[config.mk]
export PLATFORM = sky130hd
export DESIGN_NAME = bcd_to_fnd_decoder
export DESIGN_NICKNAME = d
export VERILOG_FILES = /design/src/rtl/fnd_pkg.sv /design/src/rtl/fnd_select_decoder.sv /design/src/rtl/bcd_to_fnd_decoder.sv
export SDC_FILE = /design/constraint.sdc
export NUM_CORES = 1
export LEC_CHECK = 0
export ABC_CLOCK_PERIOD_IN_PS = 1830
export BUFFER_PORTS_ARGS = -buffer_cell sky130_fd_sc_hd__buf_2
export CAP_MARGIN = 20
export CORE_ASPECT_RATIO = 1.25
export CORE_MARGIN = 3
export CORE_UTILIZATION = 45
export DETAILED_ROUTE_END_ITERATION = 8
export GPL_TIMING_DRIVEN = 0
export PLACE_DENSITY = 0.71
export SKIP_LAST_GASP = 1
export SLEW_MARGIN = 15
export SYNTH_ARGS = -nofsm -noshare
export SYNTH_HDL_FRONTEND = slang
export SYNTH_HIERARCHICAL = 1
export SYNTH_SLANG_ARGS = --single-unit
[constraint.sdc]
create_clock -name i_clk -period 1.83 [get_ports i_clk]
set_input_delay 0.183 -clock i_clk [delete_from_list [all_inputs] [get_ports i_clk]]
set_output_delay 0.183 -clock i_clk [all_outputs]
set_load 0.01 [all_outputs]
[src/rtl/fnd_pkg.sv]
// Shared constants for the 4-digit common-anode FND display.
// Segment fonts are 7-bit {g,f,e,d,c,b,a}, active-low; the decimal point
// is handled separately by the top. Digit enables are active-low one-hot.
package fnd_pkg;

  localparam logic [6:0] FONT_0     = 7'h40;
  localparam logic [6:0] FONT_1     = 7'h79;
  localparam logic [6:0] FONT_2     = 7'h24;
  localparam logic [6:0] FONT_3     = 7'h30;
  localparam logic [6:0] FONT_4     = 7'h19;
  localparam logic [6:0] FONT_5     = 7'h12;
  localparam logic [6:0] FONT_6     = 7'h02;
  localparam logic [6:0] FONT_7     = 7'h78;
  localparam logic [6:0] FONT_8     = 7'h00;
  localparam logic [6:0] FONT_9     = 7'h10;
  localparam logic [6:0] FONT_BLANK = 7'h7F;

  // Full 8-bit pattern with the decimal point also dark.
  localparam logic [7:0] FONT_OFF   = 8'hFF;

  localparam logic [3:0] DIG_0      = 4'b1110;
  localparam logic [3:0] DIG_1      = 4'b1101;
  localparam logic [3:0] DIG_2      = 4'b1011;
  localparam logic [3:0] DIG_3      = 4'b0111;
  localparam logic [3:0] DIG_NONE   = 4'b1111;

endpackage

[src/rtl/fnd_select_decoder.sv]
// Combinational digit-select decoder.
// Ports:
//   i_sel   [1:0] : digit slot currently being scanned
//   i_en          : display enable; 0 turns every digit off
//   o_digit [3:0] : active-low one-hot digit enable (bit n = digit n)
module fnd_select_decoder
  import fnd_pkg::*;
(
  input  logic [1:0] i_sel,
  input  logic       i_en,
  output logic [3:0] o_digit
);

  always_comb begin
    o_digit = DIG_NONE;
    if (i_en) begin
      case (i_sel)
        2'd0: o_digit = DIG_0;
        2'd1: o_digit = DIG_1;
        2'd2: o_digit = DIG_2;
        2'd3: o_digit = DIG_3;
      endcase
    end
  end

endmodule

[src/rtl/bcd_to_fnd_decoder.sv]
// Time-multiplexed driver for a 4-digit common-anode 7-segment display.
// A prescaler divides i_clk by SCAN_DIV; each wrap advances the digit slot.
// Outputs are registered, so they follow select/input changes by one cycle.
// Ports:
//   i_clk          : system clock, rising edge
//   i_rst_n        : asynchronous active-low reset
//   i_en           : display enable; 0 blanks digits and segments
//   i_value [15:0] : four BCD digits, [3:0] = digit 0 (rightmost)
//   i_dp    [3:0]  : decimal point per digit, 1 = lit
//   o_digit [3:0]  : active-low one-hot digit enables
//   o_font  [7:0]  : active-low segments {dp,g,f,e,d,c,b,a}
module bcd_to_fnd_decoder
  import fnd_pkg::*;
#(
  parameter int unsigned SCAN_DIV = 100000
) (
  input  logic        i_clk,
  input  logic        i_rst_n,
  input  logic        i_en,
  input  logic [15:0] i_value,
  input  logic [3:0]  i_dp,
  output logic [3:0]  o_digit,
  output logic [7:0]  o_font
);

  localparam int unsigned CNT_W = (SCAN_DIV > 2) ? $clog2(SCAN_DIV) : 1;
  localparam logic [CNT_W-1:0] CNT_LAST = CNT_W'(SCAN_DIV - 1);

  logic [CNT_W-1:0] presc;
  logic [1:0]       sel;
  logic             tick;
  logic [3:0]       nibble;
  logic             dp_sel;
  logic [6:0]       seg;
  logic [3:0]       digit_dec;

  function automatic logic [6:0] bcd_to_seg(input logic [3:0] bcd);
    logic [6:0] s;
    case (bcd)
      4'd0:    s = FONT_0;
      4'd1:    s = FONT_1;
      4'd2:    s = FONT_2;
      4'd3:    s = FONT_3;
      4'd4:    s = FONT_4;
      4'd5:    s = FONT_5;
      4'd6:    s = FONT_6;
      4'd7:    s = FONT_7;
      4'd8:    s = FONT_8;
      4'd9:    s = FONT_9;
      default: s = FONT_BLANK;
    endcase
    return s;
  endfunction

  always_comb begin
    tick = (presc == CNT_LAST);
  end

  always_comb begin
    nibble = i_value[3:0];
    dp_sel = i_dp[0];
    case (sel)
      2'd0: begin nibble = i_value[3:0];   dp_sel = i_dp[0]; end
      2'd1: begin nibble = i_value[7:4];   dp_sel = i_dp[1]; end
      2'd2: begin nibble = i_value[11:8];  dp_sel = i_dp[2]; end
      2'd3: begin nibble = i_value[15:12]; dp_sel = i_dp[3]; end
    endcase
    seg = bcd_to_seg(nibble);
  end

  fnd_select_decoder u_sel_dec (
    .i_sel   (sel),
    .i_en    (i_en),
    .o_digit (digit_dec)
  );

  // Scan keeps running with i_en low so re-enabling resumes mid-scan.
  always_ff @(posedge i_clk or negedge i_rst_n) begin
    if (!i_rst_n) begin
      presc   <= '0;
      sel     <= '0;
      o_digit <= DIG_NONE;
      o_font  <= FONT_OFF;
    end else begin
      presc   <= tick ? '0 : presc + 1'b1;
      sel     <= tick ? sel + 2'd1 : sel;
      o_digit <= digit_dec;
      o_font  <= i_en ? {~dp_sel, seg} : FONT_OFF;
    end
  end

endmodule

# After elaboration in Yosys (flattened, before gate mapping)

Memories as Yosys holds them, arrays and structs flattened.
Cells that the tools add are included.

Flip-flop bits (word level): 31
ROM bits: 112
Input port bits: 23
Output and inout port bits: 12
Word-level logic and storage cells: 19
Memories: 1

Memory list:

| name            | depth | bits a word | read ports | clocked after memory_dff | wr ports | line                     | text |
|---|---|---|---|---|---|---|---|
| (no name shown) | 16    | 7           | 1          | 0                        | 0        | bcd_to_fnd_decoder.sv:39 | `case (bcd)` |

Add/sub/neg operators: 2
Equality and inequality tests: 4
Multiplexer cells: 6
Bitwise operators: 1
Reductions and logical operators: 1

Operators by type and width:

| kind                    | count |
|---|---|
| $pmux W4 S4             | 2 |
| $add A17 B1 Y17 const B | 1 |
| $eq A17 B17 Y1 const B  | 1 |
| $mux W17                | 1 |
| $mux W8                 | 1 |
| $eq A2 B2 Y1 const B    | 2 |
| $mux W4                 | 1 |
| $pmux W1 S4             | 1 |
| $add A2 B1 Y2 const B   | 1 |
| $eq A2 B1 Y1 const B    | 1 |
| $logic_not A2 Y1        | 1 |
| $not A1 Y1              | 1 |

# Longest topological paths before layout

Word-level depth: 4
Depth in mapped cells: 9
Mapped depth without buffers: 9

# Hierarchy

The synthesis kept the hierarchy.

Modules (own cells, without submodules):

| module             | instances | cells an instance | area an instance (um^2) | seq. area each (um^2) |
|---|---|---|---|---|
| bcd_to_fnd_decoder | 1         | 138               | 1506.4                  | 790.8 |
| fnd_select_decoder | 1         | 4                 | 28.8                    | 0.0 |

# Least setup slack after synthesis

OpenSTA, ideal clock, no wires.

Path kind: register to register
Start: register sel[0]
End: register o_font[1]
Setup time: 0.062 ns
Arrival: 1.928 ns
Data required time: 1.768 ns
Slack: -0.160 ns
Stages on the path, launching flop included: 9
Path buffers: 1
Period minus slack after synthesis: 1.990 ns
Path through: dfrtp_1 -> inv_1 -> ha_1 -> clkbuf_1 -> mux2i_1 -> ha_1 -> nor2b_1 -> o21ai_0 -> nand2_1

Longest elaborated chain between the ends: 4
Elaborated cells between the ends (all ways): 7
Those cells by class: 3 x eq/ne; 2 x mux; 1 x reduce/logical; 1 x memory

RTL lines:

| what                                       | line                     | text |
|---|---|---|
| start, declared                            | bcd_to_fnd_decoder.sv:30 | `logic [1:0] sel;` |
| start signal, assigned                     | bcd_to_fnd_decoder.sv:86 | `sel <= tick ? sel + 2'd1 : sel;` |
| $eq A2 B2 Y1, or another cell as far along | bcd_to_fnd_decoder.sv:62 | `case (sel)` |
| $pmux W4 S4 *                              | bcd_to_fnd_decoder.sv:62 |  |
| $mem_v2 Z16 W7 *                           | -                        |  |
| $mux W8 *                                  | bcd_to_fnd_decoder.sv:88 | `o_font <= i_en ? {~dp_sel, seg} : FONT_OFF;` |
| end signal, assigned                       | bcd_to_fnd_decoder.sv:88 |  |
| end, declared                              | bcd_to_fnd_decoder.sv:23 | `output logic [7:0] o_font` |

Mark *: on every way between the ends. The rest lies on a longest branch, timed or not.
A chain may end at the register's enable or synchronous reset.

# Final worst setup path

Start: register sel[1]
End: register o_font[1]

Same word-level chain as after synthesis.

==> reports/results.ini <==
[timing]
rsz0062_at_grt = true
setup_ws_ns = -0.213
setup_violations = 6
final.period_utilization_pct = 112
relSlewSlack_pct = 56.0
worst_pin_slew_ns = 0.660
tns_ns = -1.08
hold_viol = 0
max_freq_ghz = 0.489
drv_slew = 0
skew_ns = 0.0109
min_period_ns = 2.04

[detailed_routing]
drt.antenna.violating_nets = 0
wl_per_cell_microns = 14.2
firstDrtPassIters = 4
routed_via_density = 5.36
wl_mm = 3.29
vias = 1244
drc_errors = 0
drtIter0Drc = 39

[critical_path]
slowest_stage = a222oi_1
cp-endpoint = o_font[1]$_DFF_PN1_
cpPeakStageDelay_ns = 0.46
reg2reg_to = o_font[1]$_DFF_PN1_
r2r_start = sel[1]$_DFFE_PN0N_
path_class = reg -> reg
cp.required_ns = 2.02
endpoint_kind = flop
cp-startpoint = sel[1]$_DFFE_PN0N_
crit_arrival_ns = 2.23
r2r_slack_ns = -0.21
start_kind = flop
worstRegToRegCells = 8
crit_top_cell = ha_4
worstPathCellList = inv_2, ha_4, a222oi_1, mux2i_4, ha_4, nor2b_1, o21ai_0, nand2_1
critPathMaxFanout = 6

[status]
violations = negative setup slack
status = finished, violations left

[cells_and_area]
diodes = 0
final_cells = 232
final_common_cell = buf_2
area_growth_pct = 34.3
nFillCells = 263
layout_common_cells = buf_2, dfrtp_1, nor2_1, dfstp_2, nand2_1
final_util_pct = 63.4
nNetsFinal = 225
layout-drive-gt1-share_pct = 43.1

[cts]
cts_tree = yes
cts_buffers = 5
root_buffer = clkbuf_8
max-clock-path-buffers = 2
h-tree-depth = 2
cts_sinks = 31
clock_latency_ns = 0.28
clkTransAtPathRegs_ns = 0.06

[yosys]
synthCells = 142
avgSynthCellArea_sq_um = 10.8
synth_compound_area_share_pct = 8.15
ys_warn_count = 6
synth-seq-cells = 31
netlist_area_sq_um = 1540
seq_area_frac_synth_pct = 51.5
synth_xor_area_share_pct = 9.13
synthAdderAreaFrac_pct = 6.52
synth-simple-area-share_pct = 18.7
synth_top_family_by_area = simple AND/OR/NAND/NOR gates
ys_types = 32
synthMuxAreaShare_pct = 2.61
synth_nets = 173

[power]
power.switching_w = 0.000299
vdd_ir_drop_max_uv = 475
switching_share_pct = 21.9
power.leakage_nw = 0.927
clkPwrFrac_pct = 39.0
power_density_nw_per_um2 = 663
seqPwrFrac_pct = 52.0
p_int_w = 0.00107
p_comb_share_pct = 9.0

[grt]
grt_max_degree = 32
grtUsageMet3_pct = 6.13
met1_usage_pct = 16.9
gr-total-overflow = 0
antenna_found_initial = 0
grt_pass1_vias = 1294
grt_usage_pct = 16.8
grt_pass1_wl_mm = 5.32
grt.busiest_layer = met2
grt.met2_usage_pct = 30.0

[min_path]
hold_class = in -> reg

[floorplanning]
rows = 23
core_area_sq_um = 3250
die_w_microns = 58.2
dieArea_sq_um = 4150
ioPinCount = 35
start_util_pct = 47.2
die_y_microns = 71.3

[placed_design]
place_congestion = 0.797
port_buffers = 34
pre_cts_slack_ns = -0.295
hpwl_mm = 2.30
dp_cells = 213

[flow_run]
drv_cap = 0

[synth_stat cells]
| cell type | instances | area [sq um] |
|---|---|---|
| and4_1 | 3 | 26.3 |
| xnor2_1 | 8 | 70.1 |
| o21ai_0 | 7 | 35.0 |
| dfrtp_1 | 19 | 475 |
| nor2b_1 | 1 | 6.26 |
| nor2_1 | 12 | 45.0 |
| nand2b_1 | 1 | 6.26 |
| nand2_1 | 11 | 41.3 |
| nand3b_1 | 3 | 22.5 |
| mux2i_1 | 4 | 40.0 |
| and2_1 | 1 | 6.26 |
| dfstp_2 | 12 | 315 |
| nor3b_1 | 2 | 15.0 |
| inv_1 | 10 | 37.5 |
| nor3_1 | 1 | 5.00 |
| or3b_1 | 1 | 8.76 |
| ha_1 | 8 | 100 |
| a211oi_1 | 1 | 7.51 |
| buf_6 | 1 | 11.3 |
| a222oi_1 | 5 | 50.1 |
| a21o_1 | 2 | 15.0 |
| nor4b_1 | 1 | 8.76 |
| a21oi_1 | 2 | 10.0 |
| and2b_2 | 1 | 8.76 |
| xor2_1 | 8 | 70.1 |
| and3_1 | 1 | 6.26 |
| nand4_1 | 3 | 18.8 |
| o211ai_1 | 1 | 7.51 |
| or2_2 | 1 | 6.26 |
| or4b_1 | 1 | 10.0 |
| clkbuf_1 | 1 | 3.75 |
| nand3_1 | 9 | 45.0 |
[stage by stage]
step	hold slack (ns)	total power, W	area [sq um]
after floorplan	-0.113	0.000767	1560
after global placement	0.236	0.000821	1770
after detailed placement	0.252	0.000826	1770
after CTS	0.126	0.00138	2010
after global routing	0.151	0.00144	2060
final	0.138	0.00137	2060
[cell type report]
class | instances | area, sq um | share of cell area, %
timing repair buffer | 45 | 259 | 12.6
inverter | 10 | 37.5 | 1.82
clock buffer | 7 | 86.3 | 4.19
tap | 37 | 46.3 | 2.25
multi-input combinational | 99 | 816 | 39.6
clock inverter | 1 | 5.00 | 0.243
buffer | 2 | 18.8 | 0.910
sequential | 31 | 793 | 38.5
[sequential cells by signal (all words and copies together) (netlist names)]
register and count:
o_digit 4, o_font 8, presc 17, sel 2
[critical path: cells and delay by family (launching register included)]
family	cells	cell delay, ns
adder cells (fa/ha/maj)	2	0.49
flip-flops	1	0.44
multiplexers	1	0.19
buffers and inverters	1	0.08
AND/OR/NAND/NOR	2	0.13
AO/OA/AOI/OAI	2	0.63
[cell families after synthesis]
family,count (synthesis)
xor gates and xnor gates,16
and+or+nand+nor,53
adders and majority gates,8
muxes,4
AOI/OAI and AO/OA,18
buffers and inverters,12
DFF,31
[how the worst min path moves through the flow]
stage / start / to / cells past startpoint
3_3_place_gp: i_rst_n / presc[4]$_DFF_PN0_ / 1
5_1_grt: i_dp[0] / o_font[7]$_DFF_PN1_ / 4
3_5_place_dp: i_rst_n / presc[4]$_DFF_PN0_ / 1
2_1_floorplan: i_rst_n / presc[0]$_DFF_PN0_ / 0
4_1_cts: i_dp[0] / o_font[7]$_DFF_PN1_ / 4
6_report: i_dp[0] / o_font[7]$_DFF_PN1_ / 4
[layer usage]
metal | routed length, microns | up-vias | share of wire, %
met2 | 1830 | 41 | 56
met4 | 42 | 0 | 1.3
met1 | 1220 | 602 | 37
li1 | - | 597 | -
met5 | 0 | - | 0
met3 | 196 | 4 | 6.0
[power groups by stage]
stage | logic (W) | registers [W] | clock network [W]
after floorplan | 0.0000368 | 0.000730 | 0
after global placement | 0.0000991 | 0.000722 | 0
after detailed placement | 0.000103 | 0.000722 | 0
after CTS | 0.000120 | 0.000711 | 0.000553
after global routing | 0.000135 | 0.000711 | 0.000592
final | 0.000123 | 0.000711 | 0.000532
[repair_timing]
action | in CTS | in global routing
buffers inserted | 7 | 2
cloned | 1 | 0
resized for setup | 15 | 9
pin swaps | 7 | 7
endpoints found under the hold margin | 19 | 0
hold buffers | 1 | 0
setup endpoints to repair | 9 | 18
Note: power is estimated with default switching activity, not from simulation.
